### src/rtl/snake_pkg.sv
// Shared types and helpers for the snake direction front end.
// Direction encoding, reset direction, reversal check and one-hot decode.
package snake_pkg;

  typedef enum logic [1:0] {
    DIR_UP    = 2'd0,
    DIR_DOWN  = 2'd1,
    DIR_RIGHT = 2'd2,
    DIR_LEFT  = 2'd3
  } dir_t;

  localparam dir_t DIR_RESET = DIR_RIGHT;

  // True when b points straight back along a (a 180 degree turn).
  function automatic logic is_reverse(dir_t a, dir_t b);
    logic rev;
    case (a)
      DIR_UP:    rev = (b == DIR_DOWN);
      DIR_DOWN:  rev = (b == DIR_UP);
      DIR_RIGHT: rev = (b == DIR_LEFT);
      default:   rev = (b == DIR_RIGHT);
    endcase
    return rev;
  endfunction

  // One-hot output vector ordered {up, down, right, left}.
  function automatic logic [3:0] dir_onehot(dir_t d);
    logic [3:0] oh;
    case (d)
      DIR_UP:    oh = 4'b1000;
      DIR_DOWN:  oh = 4'b0100;
      DIR_RIGHT: oh = 4'b0010;
      default:   oh = 4'b0001;
    endcase
    return oh;
  endfunction

endpackage

### src/rtl/key_debounce.sv
// One board key: 2-flop synchronizer, stable-level debouncer and
// single-cycle press pulse (released -> pressed only).
module key_debounce #(
  parameter int DEBOUNCE_CYCLES = 500000,
  parameter int CNT_W           = 20
) (
  input  logic clk,
  input  logic resetN,
  input  logic key_n,
  output logic press_pulse
);

  localparam logic [CNT_W-1:0] LAST_CNT = CNT_W'(DEBOUNCE_CYCLES - 1);

  logic [1:0]       sync_q, sync_d;
  logic [CNT_W-1:0] cnt_q, cnt_d;
  logic             stable_q, stable_d;
  logic             prev_q, prev_d;
  logic             pulse_q, pulse_d;

  // Next-state: synchronize, count disagreement cycles, detect the rise.
  // NOTE: every signal assigned in always_comb gets a default first, so no path can infer a latch.
  always_comb begin
    sync_d   = {sync_q[0], ~key_n};
    stable_d = stable_q;
    cnt_d    = cnt_q;
    if (sync_q[1] == stable_q) begin
      cnt_d = '0;
    end else if (cnt_q == LAST_CNT) begin
      stable_d = sync_q[1];
      cnt_d    = '0;
    end else begin
      cnt_d = cnt_q + CNT_W'(1);
    end
    prev_d  = stable_q;
    pulse_d = stable_q & ~prev_q;
  end

  // State registers; everything returns to the released level on reset.
  // NOTE: sequential state uses non-blocking assignments so all flops sample pre-edge values.
  always_ff @(posedge clk or negedge resetN) begin
    if (!resetN) begin
      sync_q   <= '0;
      cnt_q    <= '0;
      stable_q <= 1'b0;
      prev_q   <= 1'b0;
      pulse_q  <= 1'b0;
    end else begin
      sync_q   <= sync_d;
      cnt_q    <= cnt_d;
      stable_q <= stable_d;
      prev_q   <= prev_d;
      pulse_q  <= pulse_d;
    end
  end

  assign press_pulse = pulse_q;

endmodule

### src/rtl/direction_ctrl.sv
// Snake direction controller: four debounced keys -> buffered request ->
// committed on step_tick with 180-degree reversal rejection.
// Build option DIR_QUEUE_EN: 2-entry request FIFO instead of the
// single overwrite entry.
module direction_ctrl
  import snake_pkg::*;
#(
  parameter int DEBOUNCE_CYCLES = 500000,
  parameter int CNT_W           = 20
) (
  input  logic clk,
  input  logic resetN,
  input  logic keyN_up,
  input  logic keyN_down,
  input  logic keyN_right,
  input  logic keyN_left,
  input  logic step_tick,
  input  logic endgame,
  output logic up,
  output logic down,
  output logic right,
  output logic left,
  output logic key_event
);

  logic [3:0] press;  // {up, down, right, left}
  logic [3:0] keys_n;
  assign keys_n = {keyN_up, keyN_down, keyN_right, keyN_left};

  for (genvar g = 0; g < 4; g++) begin : g_key
    key_debounce #(
      .DEBOUNCE_CYCLES(DEBOUNCE_CYCLES),
      .CNT_W          (CNT_W)
    ) u_key (
      .clk        (clk),
      .resetN     (resetN),
      .key_n      (keys_n[g]),
      .press_pulse(press[g])
    );
  end

  assign key_event = |press;

  logic press_valid;
  dir_t press_dir;

  // Fixed priority among simultaneous press events: up > down > right > left.
  always_comb begin
    press_valid = |press;
    press_dir   = DIR_LEFT;
    if (press[3])      press_dir = DIR_UP;
    else if (press[2]) press_dir = DIR_DOWN;
    else if (press[1]) press_dir = DIR_RIGHT;
  end

  dir_t       dir_q, dir_d;
  logic [3:0] onehot_q, onehot_d;
  logic       head_valid;
  dir_t       head_dir;

`ifdef DIR_QUEUE_EN
  dir_t       fifo_q [2];
  dir_t       fifo_d [2];
  logic [1:0] count_q, count_d;
  dir_t       tail_dir;

  assign head_valid = (count_q != 2'd0);
  assign head_dir   = fifo_q[0];

  // FIFO update: pop on tick first, then enqueue the new press.
  always_comb begin
    fifo_d   = fifo_q;
    count_d  = count_q;
    tail_dir = fifo_q[0];
    if (endgame) begin
      count_d = 2'd0;
    end else begin
      if (step_tick && head_valid) begin
        fifo_d[0] = fifo_q[1];
        count_d   = count_q - 2'd1;
      end
      tail_dir = (count_d == 2'd2) ? fifo_d[1] : fifo_d[0];
      if (press_valid) begin
        if (count_d == 2'd0) begin
          fifo_d[0] = press_dir;
          count_d   = 2'd1;
        end else if (tail_dir != press_dir) begin
          // Append when one entry is held, overwrite the tail when full.
          fifo_d[1] = press_dir;
          count_d   = 2'd2;
        end
      end
    end
  end

  // FIFO storage and occupancy.
  // NOTE: the two FIFO slots are reset too; they are tiny and this keeps X out of the head compare.
  always_ff @(posedge clk or negedge resetN) begin
    if (!resetN) begin
      fifo_q[0] <= DIR_RESET;
      fifo_q[1] <= DIR_RESET;
      count_q   <= 2'd0;
    end else begin
      fifo_q  <= fifo_d;
      count_q <= count_d;
    end
  end
`else
  logic pend_valid_q, pend_valid_d;
  dir_t pend_dir_q, pend_dir_d;

  assign head_valid = pend_valid_q;
  assign head_dir   = pend_dir_q;

  // Single pending entry: tick consumes it, a press (same cycle or not) rewrites it.
  always_comb begin
    pend_valid_d = pend_valid_q;
    pend_dir_d   = pend_dir_q;
    if (endgame) begin
      pend_valid_d = 1'b0;
    end else begin
      if (step_tick) pend_valid_d = 1'b0;
      if (press_valid) begin
        pend_dir_d   = press_dir;
        pend_valid_d = 1'b1;
      end
    end
  end

  // Pending entry register.
  always_ff @(posedge clk or negedge resetN) begin
    if (!resetN) begin
      pend_valid_q <= 1'b0;
      pend_dir_q   <= DIR_RESET;
    end else begin
      pend_valid_q <= pend_valid_d;
      pend_dir_q   <= pend_dir_d;
    end
  end
`endif

  // Commit the head request on a tick unless it is a reversal or frozen by endgame.
  always_comb begin
    dir_d = dir_q;
    if (!endgame && step_tick && head_valid && !is_reverse(dir_q, head_dir)) begin
      dir_d = head_dir;
    end
    onehot_d = dir_onehot(dir_d);
  end

  // Current direction and its registered one-hot decode.
  always_ff @(posedge clk or negedge resetN) begin
    if (!resetN) begin
      dir_q    <= DIR_RESET;
      onehot_q <= dir_onehot(DIR_RESET);
    end else begin
      dir_q    <= dir_d;
      onehot_q <= onehot_d;
    end
  end

  assign {up, down, right, left} = onehot_q;

endmodule

### config.mk
export PLATFORM = sky130hd
export DESIGN_NAME = direction_ctrl
export DESIGN_NICKNAME = d
export VERILOG_FILES = /design/src/rtl/snake_pkg.sv /design/src/rtl/key_debounce.sv /design/src/rtl/direction_ctrl.sv
export SDC_FILE = /design/constraint.sdc
export NUM_CORES = 1
export LEC_CHECK = 0
export ABC_AREA = 1
export CAP_MARGIN = 20
export CORE_MARGIN = 2
export CORE_UTILIZATION = 50
export CTS_BUF_LIST = sky130_fd_sc_hd__clkbuf_4
export CTS_CLUSTER_DIAMETER = 80
export DETAILED_ROUTE_END_ITERATION = 8
export PLACE_DENSITY = 0.66
export SETUP_SLACK_MARGIN = 0.4
export SLEW_MARGIN = 40
export SYNTH_ARGS = -nofsm -noshare
export SYNTH_HDL_FRONTEND = slang
export SYNTH_SLANG_ARGS = --single-unit
### constraint.sdc
create_clock -name clk -period 1.7 [get_ports clk]
set_input_delay 0.34 -clock clk [delete_from_list [all_inputs] [get_ports clk]]
set_output_delay 0.34 -clock clk [all_outputs]
set_load 0.05 [all_outputs]
; Word level (Yosys, flattened, before mapping)
; Index checks and enable logic that the tools add are counted.
[op_classes]
n_addsub = 4
n_eq_ne = 15
mux = 17
n_bitwise = 17
n_reduce_logical = 15
[op_table]
columns = operator, count
row1 = two-way mux 20 bit, 8
row2 = "adder 20 x 1 -> 20 bit, second input constant", 4
row3 = "equality test 20 x 19 -> 1 bit, second input constant", 4
row4 = NOT 1 bit, 13
row5 = case mux 4 bit (3 select lines), 1
row6 = AND reduction 2 bit, 5
row7 = "equality test 2 bit, second input constant", 4
row8 = "equality test 2 x 1 -> 1 bit, second input constant", 3
row9 = logical NOT 2 bit, 3
row10 = two-way mux 2 bit, 3
row11 = AND 1 bit, 4
row12 = equality test 1 bit, 4
row13 = two-way mux 1 bit, 4
row14 = OR reduction 4 bit, 1
row15 = logical AND 1 bit, 3
row16 = case mux 1 bit (3 select lines), 1
row17 = nonzero test 3 bit, 1
row18 = logical NOT 1 bit, 2
[word_totals]
reg_bits = 109
in_bits = 8
output_inout_bits = 5

; Depth between registers and ports, before layout
[depth]
ltp_word = 7
depth_mapped = 9
mapped_depth_nobuf = 9

; By module
; A second synthesis with hierarchy kept.
[hier_totals]
hier_cells = 759
area_unflattened_um2 = 5968.2
[modules_own_cells]
columns = module, instances, cells_each, area_per_inst_um2, seq_area_each_um2
row1 = key_debounce, 4, 179, 1395.1, 625.6
row2 = direction_ctrl, 1, 43, 387.9, 229.0

; Least setup slack after synthesis
; OpenSTA, ideal clock, no wires.
[synth_timing]
kind = reg2reg
start = register g_key[2].u_key.cnt_q[0]
end = register g_key[2].u_key.cnt_q[18]
t_arrival_ns = 1.157
setup_slack_ns = 0.421
path_stages_with_launch = 9
period_less_slack_ns = 1.279
cell_sequence = dfrtp_1 ha_1 nand2_1 nor2_1 nand2_1 nor2_4 nand3_1 nand2_1 nor2_1
[synth_between]
elab_chain_cells = 3
elab_cells_between_ends = 4
cone_classes = add/sub: 1 / eq/ne: 1 / mux: 2
[synth_rtl]
columns = item, line
row1 = start: declaration, key_debounce.sv:16  ; logic [CNT_W-1:0] cnt_q, cnt_d;
row2 = start signal: assignment, key_debounce.sv:50  ; cnt_q <= cnt_d;
row3 = adder 20 x 1 -> 20 bit or equality test 20 x 19 -> 1 bit (tied branches), "key_debounce.sv:33, key_debounce.sv:29"
row4 = two-way mux 20 bit (*), key_debounce.sv:29  ; end else if (cnt_q == LAST_CNT) begin
row5 = two-way mux 20 bit (*), key_debounce.sv:27  ; if (sync_q[1] == stable_q) begin
row6 = named net g_key[2].u_key.cnt_d[18], key_debounce.sv:16
; The timed path passes the listed nets; every way through them passes the cells marked *.
; A chain may end at the register's enable or synchronous reset.

; Final worst setup path
[layout_timing]
start = register g_key[3].u_key.pulse_q
end = output key_event
[layout_between]
elab_chain_cells = 1
[layout_rtl]
columns = item, line
row1 = start: declaration, key_debounce.sv:19  ; logic pulse_q, pulse_d;
row2 = start signal: assignment, key_debounce.sv:53  ; pulse_q <= pulse_d;
row3 = OR reduction 4 bit, direction_ctrl.sv:42  ; assign key_event = |press;
row4 = end: declaration, direction_ctrl.sv:23  ; output logic key_event
; No other way between the ends.

==> impl_metrics.tcl <==
set metrics [dict create \
    status "completed" \
    finalClockSkew_ps 30.76 \
    syn-num-nets 762 \
    timing.rr.start "g_key[2].u_key.cnt_q[1]$_DFF_PN0_" \
    min_path_type "in -> reg" \
    drtIter0Drc 312 \
    num_antenna_cells 0 \
    multi_input_area_sq_um 3694 \
    power_density_nw_per_um2 542.8 \
    dp_hpwl_mm 8.589 \
    yosysMostFrequentCell "nor2_1" \
    p_clk_frac 0.318 \
    routed_via_density 5.258 \
    reg2reg_slack_ps 210 \
    netlist_top_cells_count "180 x nor2_1, 149 x nand2_1, 106 x dfrtp_1, 84 x inv_1, 76 x nand3_1" \
    regArea_sq_um 2763 \
    rows 39 \
    clk_latency_ps 510 \
    p_leak_nw 3.579 \
    power.internal_mw 3.249 \
    required_ps 1360 \
    antenna_found_initial 0 \
    synthSimpleGateAreaFrac 0.3786 \
    slowest_stage "dfrtp_1" \
    totalWireLength_mm 15.28 \
    hp-start "keyN_right" \
    grt_setup_unrepaired "true" \
    p_sw_mw 1.168 \
    core-area_sq_um 11370 \
    ys_ff_latch 109 \
    reg2reg_to "g_key[2].u_key.cnt_q[8]$_DFF_PN0_" \
    cp_cell_sequence "nor2_2 -> nand2_2 -> buf_6" \
    synth.area.mux_share 0 \
    ys_seq_area_frac 0.4710 \
    grt_pass1_wl_mm 22.30 \
    grt_pass1_vias 4914 \
    max_stage_delay_ps 430 \
    grt_overflow 0 \
    grt_max_degree 33 \
    synth_fa_ha_area_frac 0.008630 \
    root_buffer "clkbuf_4" \
    critPathKind "reg -> out" \
    port_buffers 12 \
    synth-main-ff-cell "dfrtp_1" \
    drive_gt1_frac 0.4263 \
    syn_area_per_cell_sq_um 7.732 \
    post-route-drc-count 0 \
    yosys_warnings 0 \
    setup_viol 0 \
    clock.fmax_mhz 605.9 \
    min_period_ps 1650 \
    start_util 0.5101 \
    critPathCaptureType "output pin" \
    place.gp.congestion 0.9201 \
    cap_viol_max_count 0 \
    synth_top_area_share 0.4574 \
    cts_max_path_buffers 2 \
    nFillCells 779 \
    setup_tns_ps 0 \
    rr_worst_depth 9 \
    pin_count 13 \
    synth_async_sr_flop_share 1.000 \
    vias 5316 \
    min_to "g_key[1].u_key.sync_q[0]$_DFF_PN0_" \
    die_h_um 111.7 \
    dieWidth_um 111.7 \
    netlist_area_sq_um 5799 \
    wl_per_cell_um 15.11 \
    finalHoldViolations 0 \
    slew-limit-headroom 0.6868 \
    yosys-top-cells-area "dfrtp_1 46%, nor2_1 12%, nand2_1 9.6%" \
    path_max_fanout 2 \
    fin_crit_sh 0.9709 \
    first_pass_iters 5 \
    cts_num_sinks 109 \
    synth_edf_count 0 \
    cts_tree "done" \
    grtUsageTotal 0.2179 \
    path_clk_slew_ps 180 \
    p_seq_frac 0.604 \
    synth_top_family_by_area "simple AND/OR/NAND/NOR gates" \
    synth_top_area_cell "dfrtp_1" \
    final_max_slew_viol_count 0 \
    holdPathStages 2 \
    numCtsBuffers 9 \
    startpoint_type "flop" \
    area_growth_pct 40.32 \
    fin_nets 875 \
    post-route-util 0.7157 \
    htree_levels 3 \
    synthXorXnorAreaFrac 0.05847 \
    switching_share 0.2645 \
    worstMarginPinSlew_ps 469.8 \
    synthDistinctLibCells 30 \
    synth_compound_area_frac 0.01855 \
    ant_nets 0 \
    dieArea_sq_um 12480 \
    p_comb_frac 0.077 \
    vdd_drop_max_mv 0.7085 \
    worstPathArrival_ps 1310 \
    syn_inst 750 \
]
what timing repair did:
item	4_1_cts	5_1_grt
hold endpoints to repair	25	0
buffers inserted	45	41
setup endpoints to repair	69	83
gates resized for setup	78	243
pin swaps	35	92
hold buffers	1	0
cells in the final DEF (no fill, tap or decap), drive strengths merged:
master / Yosys / final
nor2: 204 / 204
nand2: 164 / 164
dfrtp: 106 / 106
inv: 96 / 99
buf: 3 / 98
nand3: 78 / 78
xor2: 25 / 25
nand4: 13 / 13
nor3: 13 / 13
xnor2: 12 / 12
o21ai: 11 / 11
clkbuf: 0 / 9
clkdlybuf4s50: 0 / 6
a21oi: 6 / 6
and2: 4 / 4
ha: 4 / 4
nor3b: 4 / 4
dfstp: 3 / 3
clkinv: 0 / 2
or2: 1 / 1
o21a: 1 / 1
nor4: 1 / 1
o31ai: 1 / 1
clkinvlp: 0 / 1
bufinv: 0 / 1
dlygate4sd3: 0 / 1
power by group through the flow:
stage | clock (mW) | sequential [mW] | combinational, mW
2_1_floorplan | 0 | 2.70 | 0.0769
3_3_place_gp | 0 | 2.70 | 0.179
3_5_place_dp | 0 | 2.70 | 0.185
4_1_cts | 1.44 | 2.66 | 0.240
5_1_grt | 1.53 | 2.68 | 0.378
6_report | 1.41 | 2.67 | 0.341
registers in the layout (all words and copies together) (netlist names):
signal                   flops
g_key.u_key.prev_d           4
g_key.u_key.press_pulse      4
g_key.u_key.cnt_q           80
head_dir                     2
head_valid                   1
g_key.u_key.prev_q           4
g_key.u_key.sync_q           8
dir_q                        2
onehot_q                     4
final cells by class:
| type | instances | share of cell area |
|---|---|---|
| clock buffers | 9 | 0.008303 |
| clock inverters | 7 | 0.009994 |
| inverters | 96 | 0.04736 |
| well taps | 143 | 0.02199 |
| multi-input cells | 542 | 0.4539 |
| repair buffers | 105 | 0.1190 |
| flip-flops and latches | 109 | 0.3395 |
stage by stage:
step	setup WS, ps	hold WS, ps	power, mW	area [sq um]	instances
CTS	14.37	258.0	4.342	6934	970
detailed placement	49.36	336.3	2.885	6151	908
floorplan	420.7	44.41	2.773	5799	750
global placement	173.6	328.4	2.878	6151	908
finish	49.51	298.7	4.417	8138	1011
global route	-57.46	270.8	4.583	8138	1011
worst max-delay path by stage:
stage	to	start	slack, ps
after floorplan	g_key[2].u_key.cnt_q[18]$_DFF_PN0_	g_key[2].u_key.cnt_q[0]$_DFF_PN0_	420
after global placement	onehot_q[2]$_DFF_PN0_	endgame	170
final	key_event	g_key[3].u_key.press_pulse$_DFF_PN0_	50
after detailed placement	onehot_q[0]$_DFF_PN0_	endgame	50
after global routing	key_event	g_key[1].u_key.press_pulse$_DFF_PN0_	-60
after CTS	key_event	g_key[2].u_key.press_pulse$_DFF_PN0_	10
metal layers:
metal  up-vias  track usage  wire (um)
met5         -            0          0
met4         0      0.06091        305
met3        32      0.05934        650
met2       151       0.3749       8146
met1      2584       0.2713       6177
li1       2549            -          -
critical path: cells and delay by family (launching register included):
kind,cells,cell delay (ps)
AND/OR/NAND/NOR,2,220
buffers and inverters,1,160
flip-flops,1,430
kinds of logic (layout without fill, tap and decap cells):
kind of cell / Yosys count / count (layout)
and+or+nand+nor: 482 / 482
DFF: 109 / 109
buffers and inverters: 99 / 217
xor gates and xnor gates: 37 / 37
AOI/OAI and AO/OA: 19 / 19
adders and majority gates: 4 / 4
Note: power is estimated with default switching activity, not from simulation.
